### src/rtl/downstream_write_engine.sv
// downstream_write_engine: round-robin arbitration of NUM_CH write requesters into a
// FIFO, with each queued write issued downstream over a req/ack handshake. Completion
// pulses are returned per channel. A stalled write is aborted by a timeout, which also
// sets a sticky error flag.
module downstream_write_engine #(
  parameter int NUM_CH     = 4,
  parameter int DATA_W     = 32,
  parameter int ADDR_W     = 16,
  parameter int FIFO_DEPTH = 4,
  parameter int TIMEOUT    = 15
) (
  input  logic                            clk,
  input  logic                            rst,
  input  logic [NUM_CH-1:0]               memwr,
  input  logic [NUM_CH*ADDR_W-1:0]        wr_addr,
  input  logic [NUM_CH*DATA_W-1:0]        wr_data,
  output logic [NUM_CH-1:0]               grant,
  output logic                            mem_req,
  output logic [ADDR_W-1:0]               mem_addr,
  output logic [DATA_W-1:0]               mem_data,
  output logic [$clog2(NUM_CH)-1:0]       mem_ch,
  input  logic                            ack,
  output logic [NUM_CH-1:0]               out,
  output logic                            err,
  output logic [$clog2(FIFO_DEPTH):0]     fifo_count
);

  localparam int          CH_W    = $clog2(NUM_CH);
  localparam int          PTR_W   = $clog2(FIFO_DEPTH);
  localparam int          CNT_W   = PTR_W + 1;
  localparam int          TO_W    = (TIMEOUT > 1) ? $clog2(TIMEOUT + 1) : 1;
  localparam int unsigned NCH     = NUM_CH;
  localparam int unsigned TO_LAST = (TIMEOUT > 0) ? TIMEOUT - 1 : 0;

  typedef enum logic {IDLE, REQ} state_t;

  state_t              state_q, state_d;
  logic [CH_W-1:0]     last_q, last_d;
  logic [PTR_W-1:0]    wr_ptr_q, wr_ptr_d, rd_ptr_q, rd_ptr_d;
  logic [CNT_W-1:0]    count_q, count_d;
  logic [TO_W-1:0]     wait_q, wait_d;
  logic                mem_req_q, mem_req_d;
  logic [ADDR_W-1:0]   mem_addr_q, mem_addr_d;
  logic [DATA_W-1:0]   mem_data_q, mem_data_d;
  logic [CH_W-1:0]     mem_ch_q, mem_ch_d;
  logic [NUM_CH-1:0]   out_q, out_d;
  logic                err_q, err_d;

  logic [ADDR_W-1:0]   addr_mem [FIFO_DEPTH];
  logic [DATA_W-1:0]   data_mem [FIFO_DEPTH];
  logic [CH_W-1:0]     ch_mem   [FIFO_DEPTH];

  logic                full, empty, push, pop, timeout_hit, found;
  logic [CH_W-1:0]     grant_idx;
  int unsigned         idx;

  assign full        = (count_q == CNT_W'(FIFO_DEPTH));
  assign empty       = (count_q == '0);
  assign timeout_hit = (TIMEOUT != 0) && (32'(wait_q) == TO_LAST);

  // Round-robin arbiter: search starts one past the last granted channel.
  always_comb begin
    grant     = '0;
    grant_idx = '0;
    found     = 1'b0;
    idx       = 0;
    if (!full && (memwr != '0)) begin
      for (int unsigned i = 0; i < NCH; i++) begin
        idx = (32'(last_q) + 1 + i) % NCH;
        if (!found && memwr[CH_W'(idx)]) begin
          found            = 1'b1;
          grant[CH_W'(idx)] = 1'b1;
          grant_idx        = CH_W'(idx);
        end
      end
    end
  end

  assign push = found;

  // Next-state for the issue FSM, FIFO pointers and registered outputs.
  always_comb begin
    state_d    = state_q;
    last_d     = push ? grant_idx : last_q;
    mem_req_d  = mem_req_q;
    mem_addr_d = mem_addr_q;
    mem_data_d = mem_data_q;
    mem_ch_d   = mem_ch_q;
    wait_d     = wait_q;
    out_d      = '0;
    err_d      = err_q;
    pop        = 1'b0;

    case (state_q)
      IDLE: begin
        if (!empty) begin
          pop     = 1'b1;
          state_d = REQ;
        end
      end
      REQ: begin
        if (ack || timeout_hit) begin
          // ack wins over a timeout landing on the same cycle
          if (ack) out_d[mem_ch_q] = 1'b1;
          else     err_d           = 1'b1;
          if (!empty) begin
            pop = 1'b1;
          end else begin
            mem_req_d = 1'b0;
            state_d   = IDLE;
          end
        end else if (TIMEOUT != 0) begin
          wait_d = wait_q + 1'b1;
        end
      end
      default: state_d = IDLE;
    endcase

    if (pop) begin
      mem_req_d  = 1'b1;
      mem_addr_d = addr_mem[rd_ptr_q];
      mem_data_d = data_mem[rd_ptr_q];
      mem_ch_d   = ch_mem[rd_ptr_q];
      wait_d     = '0;
    end

    wr_ptr_d = push ? wr_ptr_q + 1'b1 : wr_ptr_q;
    rd_ptr_d = pop  ? rd_ptr_q + 1'b1 : rd_ptr_q;
    case ({push, pop})
      2'b10:   count_d = count_q + 1'b1;
      2'b01:   count_d = count_q - 1'b1;
      default: count_d = count_q;
    endcase
  end

  // FIFO storage; contents need no reset since the pointers define validity.
  always_ff @(posedge clk) begin
    if (push) begin
      addr_mem[wr_ptr_q] <= wr_addr[grant_idx*ADDR_W +: ADDR_W];
      data_mem[wr_ptr_q] <= wr_data[grant_idx*DATA_W +: DATA_W];
      ch_mem[wr_ptr_q]   <= grant_idx;
    end
  end

  // State, pointer and output registers.
  always_ff @(posedge clk or posedge rst) begin
    if (rst) begin
      state_q    <= IDLE;
      last_q     <= CH_W'(NUM_CH - 1);
      wr_ptr_q   <= '0;
      rd_ptr_q   <= '0;
      count_q    <= '0;
      wait_q     <= '0;
      mem_req_q  <= 1'b0;
      mem_addr_q <= '0;
      mem_data_q <= '0;
      mem_ch_q   <= '0;
      out_q      <= '0;
      err_q      <= 1'b0;
    end else begin
      state_q    <= state_d;
      last_q     <= last_d;
      wr_ptr_q   <= wr_ptr_d;
      rd_ptr_q   <= rd_ptr_d;
      count_q    <= count_d;
      wait_q     <= wait_d;
      mem_req_q  <= mem_req_d;
      mem_addr_q <= mem_addr_d;
      mem_data_q <= mem_data_d;
      mem_ch_q   <= mem_ch_d;
      out_q      <= out_d;
      err_q      <= err_d;
    end
  end

  assign mem_req    = mem_req_q;
  assign mem_addr   = mem_addr_q;
  assign mem_data   = mem_data_q;
  assign mem_ch     = mem_ch_q;
  assign out        = out_q;
  assign err        = err_q;
  assign fifo_count = count_q;

endmodule

### config.mk
export PLATFORM = sky130hd
export DESIGN_NAME = downstream_write_engine
export DESIGN_NICKNAME = d
export VERILOG_FILES = /design/src/rtl/downstream_write_engine.sv
export SDC_FILE = /design/constraint.sdc
export NUM_CORES = 1
export LEC_CHECK = 0
export BUFFER_PORTS_ARGS = -buffer_cell sky130_fd_sc_hd__clkbuf_2
export CORE_ASPECT_RATIO = 1.4
export CORE_MARGIN = 2
export CORE_UTILIZATION = 55
export DETAILED_ROUTE_END_ITERATION = 7
export HOLD_SLACK_MARGIN = 0.03
export PLACE_DENSITY = 0.87
export SYNTH_ARGS = -nofsm -noshare
export SYNTH_HDL_FRONTEND = slang
export SYNTH_SLANG_ARGS = --single-unit
### constraint.sdc
create_clock -name clk -period 5.8 [get_ports clk]
set_input_delay 0.58 -clock clk [delete_from_list [all_inputs] [get_ports clk]]
set_output_delay 0.58 -clock clk [all_outputs]
set_load 0.1 [all_outputs]
* After elaboration in Yosys (flattened, before gate mapping)
Memory sizes are Yosys's and may differ from the RTL's. A register that Yosys moved wholly into a read port is not among the register bits.
Index checks and enable logic that the tools add are counted.
** Operators by class
- $add $sub $neg :: 9
- Equal/unequal tests :: 5
- Magnitude comparators :: 10
- Bitwise gates (word level) :: 5
- Shifts and indexed selects :: 2
- Reductions and logical operators :: 23
- Muxes and demuxes :: 57
** Operators by type and width (count)
- $shiftx 128x8->32 :: 1
- $shiftx 64x7->16 :: 1
- $mux 4 :: 14
- $mux 1 :: 26
- $lt 2x3->1 const B :: 5
- $or 4x4->4 :: 3
- $demux 1 s2 :: 5
- $ge 2x1->1 const B :: 5
- $mux 2 :: 5
- $logic_and 1x1->1 :: 9
- $add 2x1->2 const B :: 4
- $bmux 1 s2 :: 4
- $reduce_bool 2->1 :: 4
- $pmux 3 s2 :: 1
- $reduce_and 3->1 :: 2
- $add 2x2->2 const B :: 2
- $add 4x1->4 const B :: 1
- $eq 4x4->1 const B :: 1
- $logic_not 1->1 :: 4
- $pmux 1 s2 :: 2
- $reduce_bool 4->1 :: 1
- $add 3x1->3 const B :: 1
- $eq 3x3->1 const B :: 1
- $logic_not 3->1 :: 1
- 7 further kinds :: 8
** Storage, ports and cells
- Bits in writable memories :: 200
- Memories :: 3
- Bits of input ports :: 199
- Word-level logic and storage cells :: 123
- Output and inout bits :: 63
- Bits in registers :: 20
** Memory list
- data_mem :: depth 4, width 32, rd ports 1, clocked after Yosys merged registers in 1, write ports 1, line 50 : logic [DATA_W-1:0] data_mem [FIFO_DEPTH];
- addr_mem :: depth 4, width 16, rd ports 1, clocked after Yosys merged registers in 1, write ports 1, line 49 : logic [ADDR_W-1:0] addr_mem [FIFO_DEPTH];
- ch_mem :: depth 4, width 2, rd ports 1, clocked after Yosys merged registers in 1, write ports 1, line 51 : logic [CH_W-1:0] ch_mem [FIFO_DEPTH];

* Longest topological paths before layout
Gate-level depths: netlist (run 1).
- Word-level depth :: 19
- Depth in mapped cells :: 14
- Depth with buffers taken out :: 12

* Worst setup path after synthesis (run 1)
Ideal clock, no wire load.
- Path kind :: register to register
- Start :: reg last_q[0]
- End :: mem addr_mem[0][0] (enable)
- Arrival time :: 4011 ps
- Data required time :: 5342 ps
- Period minus slack after synthesis :: 4469 ps
- Cell stages (with the launch flop) :: 10
- Path slack :: 1331 ps
- Path through :: dfstp_2 -> buf_6 -> buf_2 -> inv_2 -> ha_1 -> nor2_1 -> o21ai_0 -> a22oi_1 -> o21ai_1 -> nor2_1
** On the way
- Word-level cells in the longest chain between the ends :: 19
- Elaborated cells on any way between the ends :: 28
- Classes of those cells :: add/sub: 4; mux: 18; reduce/logical: 6
** RTL lines
- start, declared :: line 38 : logic [CH_W-1:0] last_q, last_d;
- start signal, assigned :: line 149 : last_q <= CH_W'(NUM_CH - 1);
- start signal, assigned :: line 162 : last_q <= last_d;
- $add 2x1->2 (*) :: line 69 : idx = (32'(last_q) + 1 + i) % NCH;
- $bmux 1 s2 :: line 70 : if (!found && memwr[CH_W'(idx)]) begin
- $mux 1 (not written as such) :: line 70
- $mux 1 :: line 70
- $mux 1 :: line 67 : if (!full && (memwr != '0)) begin
- $logic_not 1->1 :: line 70
- $logic_and 1x1->1 :: line 70
- $mux 1 :: line 70
- [... 3 more ...]
- $mux 1 :: line 70
- $mux 1 :: line 67
- $logic_not 1->1 :: line 70
- $logic_and 1x1->1 :: line 70
- $mux 1 (*) :: line 70
- $mux 1 (*) :: line 67
- $mux 1 (*) :: line 138 : if (push) begin
- $mux 1 (not written as such) (*) :: line 139 : addr_mem[wr_ptr_q] <= wr_addr[grant_idx*ADDR_W +: ADDR_W];
- end, declared :: line 49
Every way passes the cells marked *; elsewhere a longest branch is shown, timed or not. The select of a mux whose other input is x is not followed.

* Worst setup path after layout (run 1)
- Start :: reg last_q[0]
- End :: out grant[2]
** On the way
- Word-level cells in the longest chain between the ends :: 17
- Elaborated cells on any way between the ends :: 55
- Classes of those cells :: add/sub: 4; order compare: 8; mux: 30; bitwise: 3; reduce/logical: 10
** RTL lines
- $add 2x1->2 (*) :: line 69
- branches (longest 14 deep; another with $lt 2x3->1)
- $mux 4 (*) :: line 70
- $mux 4 (*) :: line 67
- end, declared :: line 17 : output logic [NUM_CH-1:0] grant,
Mark *: on every way between the ends. The select of a mux whose other input is x is not followed.

==> impl_metrics.toml, run 1 <==
[route]
via_count = 7160
via_per_inst = 5.62
drtIter0Drc = 307
drc = 0
routedWlPerCell_um = 20.2
ant_nets = 0
drt_first_pass_iters = 5
drt-total-wl_mm = 25.8

[cells_and_area]
syn_to_final_growth_pct = 20.4
fill_cells = 1502
drive_above_1_share = 0.417
multi_input_area_sq_um = 4100
seq_area_sq_um = 7760
nets = 1173

[timing]
slew_headroom = 0.290
fmax_mhz = 228
setup_viol = 0
period_share = 0.755
finClkSkew_ns = 0.0165
fin_crit_ns = 4.38
fin_tns_setup_ns = 0
grt_setup_unrepaired = "false"
drv_slew = 0
tightest_slew_ns = 1.07
hold_viol = 0

[critical_path]
arrival_ns = 3.80
start_kind = "flop"
worst_path_max_delay_cell = "dfstp_2"
r2r_slack_ns = 1.82
slowest_delay_ns = 0.75
cp.required_ns = 5.22
cp-end-kind = "output pin"
cp_cell_sequence = "inv_2 -> ha_1 -> nor2_1 -> mux2_2 -> nor2b_1 -> a22oi_1 -> o21ai_0 -> and2_1 -> clkbuf_2"
path_max_fanout = 18
critPathKind = "flop to output pin"

[grt]
grt_use_total = 0.223
antenna_found_initial = 1
grt_overflow = 0
grt_pass1_vias = 7592
grt_max_degree = 81
grt_pass1_wl_mm = 39.9

[status]
status = "complete, no violations"

[yosys]
synth_ff_type = "edfxtp_1"
ys_types = 46
netlist_instances = 696
async_reset_ff_frac = 0.259
ys_seq_elements = 270
ys_warn_count = 0
ys_top_cells_by_area = "edfxtp_1 50%, dfrtp_1 14%, mux2i_1 12%"
synth.net_count = 911
ys_seq_area_frac = 0.642
syn_area_per_cell_sq_um = 17.4
syn_area_sq_um = 12100
synth_top_area_frac = 0.497
synth_edf_count = 200
yosysTopAreaCell = "edfxtp_1"

[cts]
holdBufCountCts = 0
root_buffer = "clkbuf_16"
clockBufferDepth = 3
clkTransAtPathRegs_ns = 0.06
clkLatencyLatePin_ns = 0.51
htree_levels = 1
cts_tree = "done"
ctsResizeCount = 0
numCtsBuffers = 25
cts.sinks = 270
post_cts_buffers = 0

[floorplan]
die_area_sq_um = 23200
die_h_um = 179
start_util = 0.557
coreArea_sq_um = 21700
num_rows = 64
ios = 262
dieWidth_um = 129

[placed_design]
dpl.hpwl_mm = 16.7
port_buffers = 261
gp_congestion = 0.813

[hold_path]
min_path_type = "input pin to flop"

[flow_run]
drv_cap = 0
## stage by stage
step | cell area, sq um | instances | hold slack, ns | setup slack [ns] | util
after floorplan | 12100 | 696 | 0.463 | 1.33 | -
after global placement | 13700 | 1228 | 0.462 | 2.09 | 0.632
after detailed placement | 13700 | 1228 | 0.464 | 1.92 | 0.632
after CTS | 14500 | 1273 | 0.315 | 1.45 | 0.670
after global routing | 14600 | 1274 | 0.338 | 1.28 | 0.671
final | 14600 | 1274 | 0.330 | 1.42 | 0.671
## logic make-up after synthesis
group                    count (synthesis)  synth area share
XOR/XNOR                                 6           0.00435
adder cells (fa/ha/maj)                 16            0.0172
buffers and inverters                   55            0.0227
AND/OR/NAND/NOR                         56            0.0225
multiplexers                           250             0.266
AO/OA/AOI/OAI                           43            0.0259
flip-flops                             270             0.642
## final timing paths
path,from,endpoint,cells past startpoint
min in group asynchronous,rst,mem_addr[4]$_DFFE_PP0P_,3
setup reg to reg,last_q[0]$_DFFE_PP1P_,data_mem[3][15]$_DFFE_PP_,9
max in group asynchronous,rst,rd_ptr_q[0]$_DFFE_PP0P_,3
hold reg to reg,err$_DFFE_PP0P_,err$_DFFE_PP0P_,1
setup / recovery,last_q[0]$_DFFE_PP1P_,grant[2],9
hold / removal,ack,out[0]$_DFF_PP0_,3
## cell type report
cell class,instances,share of cell area
flip-flops and latches,270,0.534
multi-input cells,371,0.282
repair buffers,273,0.0968
clock buffers,25,0.0430
well taps,297,0.0255
clock inverters,20,0.0144
inverters,17,0.00447
diodes,1,0.000172
## worst max-delay path, delay by kind of cell (launching register included)
family / cells / cell delay (ns)
AND/OR/NAND/NOR: 3 / 0.78
buffers and inverters: 2 / 0.59
multiplexers: 1 / 0.46
adder cells (fa/ha/maj): 1 / 0.27
flip-flops: 1 / 0.75
AO/OA/AOI/OAI: 2 / 0.43
## cells in the final DEF, fill, tap and decap left out, types with 15 or more instances in the layout
cell type,netlist,routed
clkbuf_2,0,261
edfxtp_1,200,200
mux2_1,33,33
ha_1,15,15
mux4_2,51,51
mux2i_1,146,146
mux2_2,19,19
clkbuf_16,0,25
dfrtp_1,68,66
## cells in the mapped netlist (9+ instances only)
library cell and count:
ha_1 15, mux2_1 33, nor2_1 17, nand2_1 13, a22oi_1 9, edfxtp_1 200
inv_1 14, clkbuf_1 15, mux2i_1 146, dfrtp_1 68, buf_2 9, o21ai_0 12
mux2_2 19, mux4_2 51
## sequential cells by signal, indices dropped and copies added, names as in the netlist
name and count:
addr_mem 64, ch_mem 8, data_mem 128, err 1, fifo_count 3, last_q 2
mem_addr 16, mem_ch 2, mem_data 32, mem_req 1, out 4, rd_ptr_q 2
state_q 1, wait_q 4, wr_ptr_q 2
## per-layer routing
layer | global-route usage | wire length (um) | share of wire | up-vias
met4 | 0.0822 | 884 | 0.034 | 0
li1 | - | - | - | 3247
met5 | 0 | 0 | 0 | -
met3 | 0.0250 | 1310 | 0.051 | 58
met1 | 0.277 | 9870 | 0.38 | 3551
met2 | 0.400 | 13700 | 0.53 | 304
Power of run 1 is not shown: default switching activity piles up to over one toggle a cycle in this logic, so the estimate is an artifact.
==> run 2, diff against run 1 <==
- ABC_AREA: unset -> 1
- PLACE_DENSITY: 0.87 -> 0.86
- clock period: 5.8 -> 4.28 ns (I/O delays scaled with it)
==> run 2 against run 1 <==
  * First-iteration DRC count grew to 3.4 times the previous value
  * Clock skew is essentially flat
  * Count of clock-buffer cells in the layout grew 5
  * Die area grew 7.4%
  * Non-clock buffer count grew 7
  * Area after synthesis grew 7.6%
  * Critical path type unchanged
  * Highest routed layer is now met5
==> impl_metrics.toml, run 2 <==
[status]
status = "complete, no violations"

[timing]
finClkSkew_ns = 0.0163
tightest_slew_ns = 1.17
drv_slew = 0
fmax_mhz = 266
fin_crit_ns = 3.77
period_share = 0.880
hold_viol = 0
grt_setup_unrepaired = "false"
fin_tns_setup_ns = 0
setup_viol = 0
fin_ws_ns = 0.514
slew_headroom = 0.217

[cts]
htree_levels = 1
post_cts_buffers = 0
ctsResizeCount = 0
root_buffer = "clkbuf_16"
clkLatencyLatePin_ns = 0.53
holdBufCountCts = 0
clkTransAtPathRegs_ns = 0.07
cts_tree = "done"
cts.sinks = 270
numCtsBuffers = 25
clockBufferDepth = 3

[grt]
grt_max_degree = 103
grt_overflow = 0
grt_use_total = 0.286
grt_pass1_wl_mm = 54.8
grt_pass1_vias = 10700
antenna_found_initial = 1

[critical_path]
arrival_ns = 3.34
critPathKind = "flop to output pin"
cp-end-kind = "output pin"
start_kind = "flop"
cp.required_ns = 3.85
path_max_fanout = 13
reg2reg_from = "last_q[0]$_DFFE_PP1P_"
startpoint = "last_q[0]$_DFFE_PP1P_"

[route]
ant_nets = 0
drc = 0
drtIter0Drc = 1036
via_per_inst = 5.58
drt-total-wl_mm = 36.1
via_count = 10900
routedWlPerCell_um = 18.4
drt_first_pass_iters = 6

[yosys]
synthSimpleGateAreaFrac = 0.198
synth_xor_area_frac = 0.00337
synth_ff_type = "edfxtp_1"
ys_seq_elements = 270
synth_top_area_frac = 0.462
yosysMostFrequentCell = "nor2_1"
yosysTopAreaCell = "edfxtp_1"
synthAdderAreaFrac = 0.0160
netlist_instances = 1406
synth_edf_count = 200
ys_types = 36
synth.area.mux_share = 0
synth_top_family_by_area = "simple AND/OR/NAND/NOR gates"
syn_area_per_cell_sq_um = 9.25
syn_area_sq_um = 13000
synth_compound_area_frac = 0.102
ys_seq_area_frac = 0.596
ys_warn_count = 0
async_reset_ff_frac = 0.259
ys_top_cells_by_area = "edfxtp_1 46%, dfrtp_1 13%, nor2_1 7.4%"
yosys-top-cells-count = "258 x nor2_1, 233 x nand2_1, 200 x edfxtp_1"
synth.net_count = 1621

[floorplan]
ios = 262
die_area_sq_um = 24900
num_rows = 66
start_util = 0.561
die_h_um = 186
coreArea_sq_um = 23200
dieWidth_um = 134

[cells_and_area]
largest-register = "data_mem"
stdcell_count = 1957
final_cell_mix = "261 x clkbuf_2, 254 x nor2_1, 232 x nand2_1, 200 x edfxtp_1, 173 x inv_1"
mostFrequentLayoutCell = "clkbuf_2"
largest_reg_flops = 128
drive_above_1_share = 0.212
nets = 1847
n_antenna_cell = 0
fin_util = 0.660
syn_to_final_growth_pct = 17.7

[placed_design]
placed_cells = 1911
gp_congestion = 0.905
pre_cts_ws_ns = 0.631
port_buffers = 261
dpl.hpwl_mm = 23.5

[flow_run]
drv_cap = 0

[hold_path]
min_path_type = "input pin to async pin"
==> run 2: critical path: stages, from the launching register on <==
cell	delay, ns
dfstp_2	0.71
inv_6	0.10
ha_1	0.37
inv_1	0.12
nand3_1	0.11
nand2_1	0.13
nor3_1	0.38
nand2_1	0.09
a41oi_1	0.28
clkbuf_2	0.51
==> run 2: final cells by class <==
class | instances | area, sq um
multi-input combinational | 872 | 4190
inverter | 183 | 694
timing repair buffer | 280 | 1470
clock buffer | 30 | 644
tap | 306 | 383
clock inverter | 16 | 166
fill | 1785 | 7890
sequential | 270 | 7760
==> run 2: logic make-up after synthesis <==
family | Yosys count
and+or+nand+nor | 625
DFF | 270
buffers and inverters | 264
AOI/OAI and AO/OA | 226
adders and majority gates | 16
xor gates and xnor gates | 5
==> run 2: routing by layer <==
layer  track usage  vias to the layer above  share of wire
met3        0.0447                      141          0.080
met2         0.513                      640           0.51
met5             0                        -        0.00044
li1              -                     5061              -
met4         0.163                        2          0.054
met1         0.325                     5080           0.35
==> run 2: worst paths after layout <==
kind | end | cells past startpoint | slack, ns
setup / recovery | grant[3] | 9 | 0.51
hold / removal | out[0]$_DFF_PP0_ | 2 | 0.009
setup reg to reg | data_mem[1][7]$_DFFE_PP_ | 14 | 0.56
hold reg to reg | err$_DFFE_PP0P_ | 2 | 0.47
max in group asynchronous | mem_data[5]$_DFFE_PP0P_ | 3 | 3.30
min in group clk | err$_DFFE_PP0P_ | 2 | 0.13
==> run 2: metrics by stage <==
stage	hold WS, ns	instance area, sq um
after CTS	0.0368	15300
after detailed placement	0.466	14500
after global placement	0.452	14500
after global routing	0.0662	15300
after floorplan	0.480	13000
final	0.00890	15300
Power of run 2 is left out for the same reason.
==> run 3, diff against run 2 <==
- CORE_UTILIZATION: 55 -> 46
- PLACE_DENSITY: 0.86 -> 0.75
==> run 3 against run 2 <==
  * Global-route usage fell by 5.8 points
  * Clock skew increased by 0.0019 ns
  * Critical path depth did not move
  * Cell count grew 3.4%
  * Die area increased by 19%
  * Fmax up 2.9%
  * Count of clock-buffer cells in the layout up 1
  * First-iteration DRC count shrank 30%
  * Via count decreased by 4.5%
  * Routed wire length is 5.1% lower
==> impl_metrics.toml, run 3 (same netlist as run 2, synthesis figures left out) <==
[timing]
fin_crit_ns = 3.66
slew_headroom = 0.237
grt_setup_unrepaired = "false"
tightest_slew_ns = 1.14
hold_viol = 0
period_share = 0.855
fmax_mhz = 273
hold_ws_ns = 0.00231
setup_viol = 0
drv_slew = 0
finClkSkew_ns = 0.0182

[cells_and_area]
n_antenna_cell = 0
mostFrequentLayoutCell = "clkbuf_2"
fill_cells = 2449
nets = 1850
syn_to_final_growth_pct = 18.2
largest_reg_flops = 128
drive_above_1_share = 0.212
largest-register = "data_mem"
final_cell_mix = "261 x clkbuf_2, 254 x nor2_1, 232 x nand2_1, 200 x edfxtp_1, 173 x inv_1"

[critical_path]
cp_cell_sequence = "inv_6 -> ha_1 -> inv_1 -> nand3_1 -> nand2_1 -> nor3_1 -> nand2_1 -> a41oi_1 -> clkbuf_2"
regToRegEndpoint = "data_mem[2][16]$_DFFE_PP_"
worst_path_max_delay_cell = "dfstp_2"
start_kind = "flop"
slowest_delay_ns = 0.69
reg2reg_depth = 14
cp.required_ns = 3.85
reg2reg_from = "last_q[0]$_DFFE_PP1P_"
startpoint = "last_q[0]$_DFFE_PP1P_"
arrival_ns = 3.23
path_max_fanout = 13
endpoint = "grant[0]"
critPathKind = "flop to output pin"
crit_top_cell = "nand2_1"
r2r_slack_ns = 0.79
cp-end-kind = "output pin"

[cts]
cts.sinks = 270
ctsResizeCount = 0
clockBufferDepth = 3
htree_levels = 1
root_buffer = "clkbuf_16"
post_cts_buffers = 0
clkTransAtPathRegs_ns = 0.06
cts_tree = "done"
clkLatencyLatePin_ns = 0.52
holdBufCountCts = 0
numCtsBuffers = 25

[grt]
grt_overflow = 0
grt_pass1_vias = 10300
grt_pass1_wl_mm = 53.3
antenna_found_initial = 0
grt_use_total = 0.228
grt_max_degree = 102

[route]
drt-total-wl_mm = 34.2
routedWlPerCell_um = 16.9
via_count = 10400
wl_met3_mm = 2.29
via_per_inst = 5.16
wl_met2_mm = 17.5
ant_nets = 0
drc = 0
top_layer = "met4"
drt_first_pass_iters = 5
route.layer.met1.wl_mm = 13.3
drtIter0Drc = 727

[flow_run]
drv_cap = 0

[floorplan]
num_rows = 72
coreArea_sq_um = 27700
die_h_um = 203
ios = 262
dieWidth_um = 146
die_area_sq_um = 29700
start_util = 0.469

[status]
status = "complete, no violations"

[placed_design]
port_buffers = 261
dpl.hpwl_mm = 22.7
gp_congestion = 0.951

[hold_path]
min_path_type = "input pin to async pin"
[run 3: cell count changes in the layout (fill, tap and decap cells not counted)]
| cell | change |
|---|---|
| buf_12 | +2 |
| buf_4 | +1 |
| bufinv_16 | -2 |
| clkbuf_1 | +1 |
| clkinv_1 | +1 |
| clkinv_2 | -1 |
| clkinv_4 | -1 |
| clkinvlp_4 | +1 |
[run 3: how the worst min path moves through the flow]
stage,startpoint,slack (ns),depth (start not counted),to
floorplan,wait_q[2]$_DFFE_PP0P_,0.48,1,wait_q[2]$_DFFE_PP0P_
global placement,err$_DFFE_PP0P_,0.45,2,err$_DFFE_PP0P_
detailed placement,err$_DFFE_PP0P_,0.46,2,err$_DFFE_PP0P_
CTS,rst,0.03,2,mem_data[20]$_DFFE_PP0P_
global route,rst,0.07,2,mem_data[12]$_DFFE_PP0P_
finish,rst,0.002,2,mem_data[16]$_DFFE_PP0P_
[run 3: layer usage]
metal,vias up,global-route usage
li1,5071,-
met1,4861,0.265
met2,424,0.419
met3,77,0.0348
met4,0,0.0940
met5,-,0
[run 3: critical path: cells and delay by family, from the launching register on]
| kind | cells | cell delay, ns |
|---|---|---|
| flip-flops | 1 | 0.69 |
| AND/OR/NAND/NOR | 4 | 0.75 |
| buffers and inverters | 3 | 0.70 |
| adder cells (fa/ha/maj) | 1 | 0.36 |
| AO/OA/AOI/OAI | 1 | 0.22 |
[run 3: through the flow]
step,cells,instance area (sq um),setup WS (ns),TNS [ns],utilization
after floorplan,1406,13000,-0.282,-56.34,-
after global placement,1978,14600,0.935,0,0.527
after detailed placement,1978,14600,0.827,0,0.527
after CTS,2023,15400,0.642,0,0.554
after global routing,2023,15400,0.470,0,0.554
final,2023,15400,0.619,0,0.554
[run 3: layout make-up]
class                           instances  area [sq um]  share of cell area
Clock inverter                         14           104             0.00675
Tap cell                              370           463              0.0301
Clock buffer                           31           648              0.0421
Inverter                              183           694              0.0451
Sequential cell                       270          7760               0.505
Timing Repair Buffer                  283          1520              0.0989
Multi-Input combinational cell        872          4190               0.272
Power of run 3 is left out for the same reason.
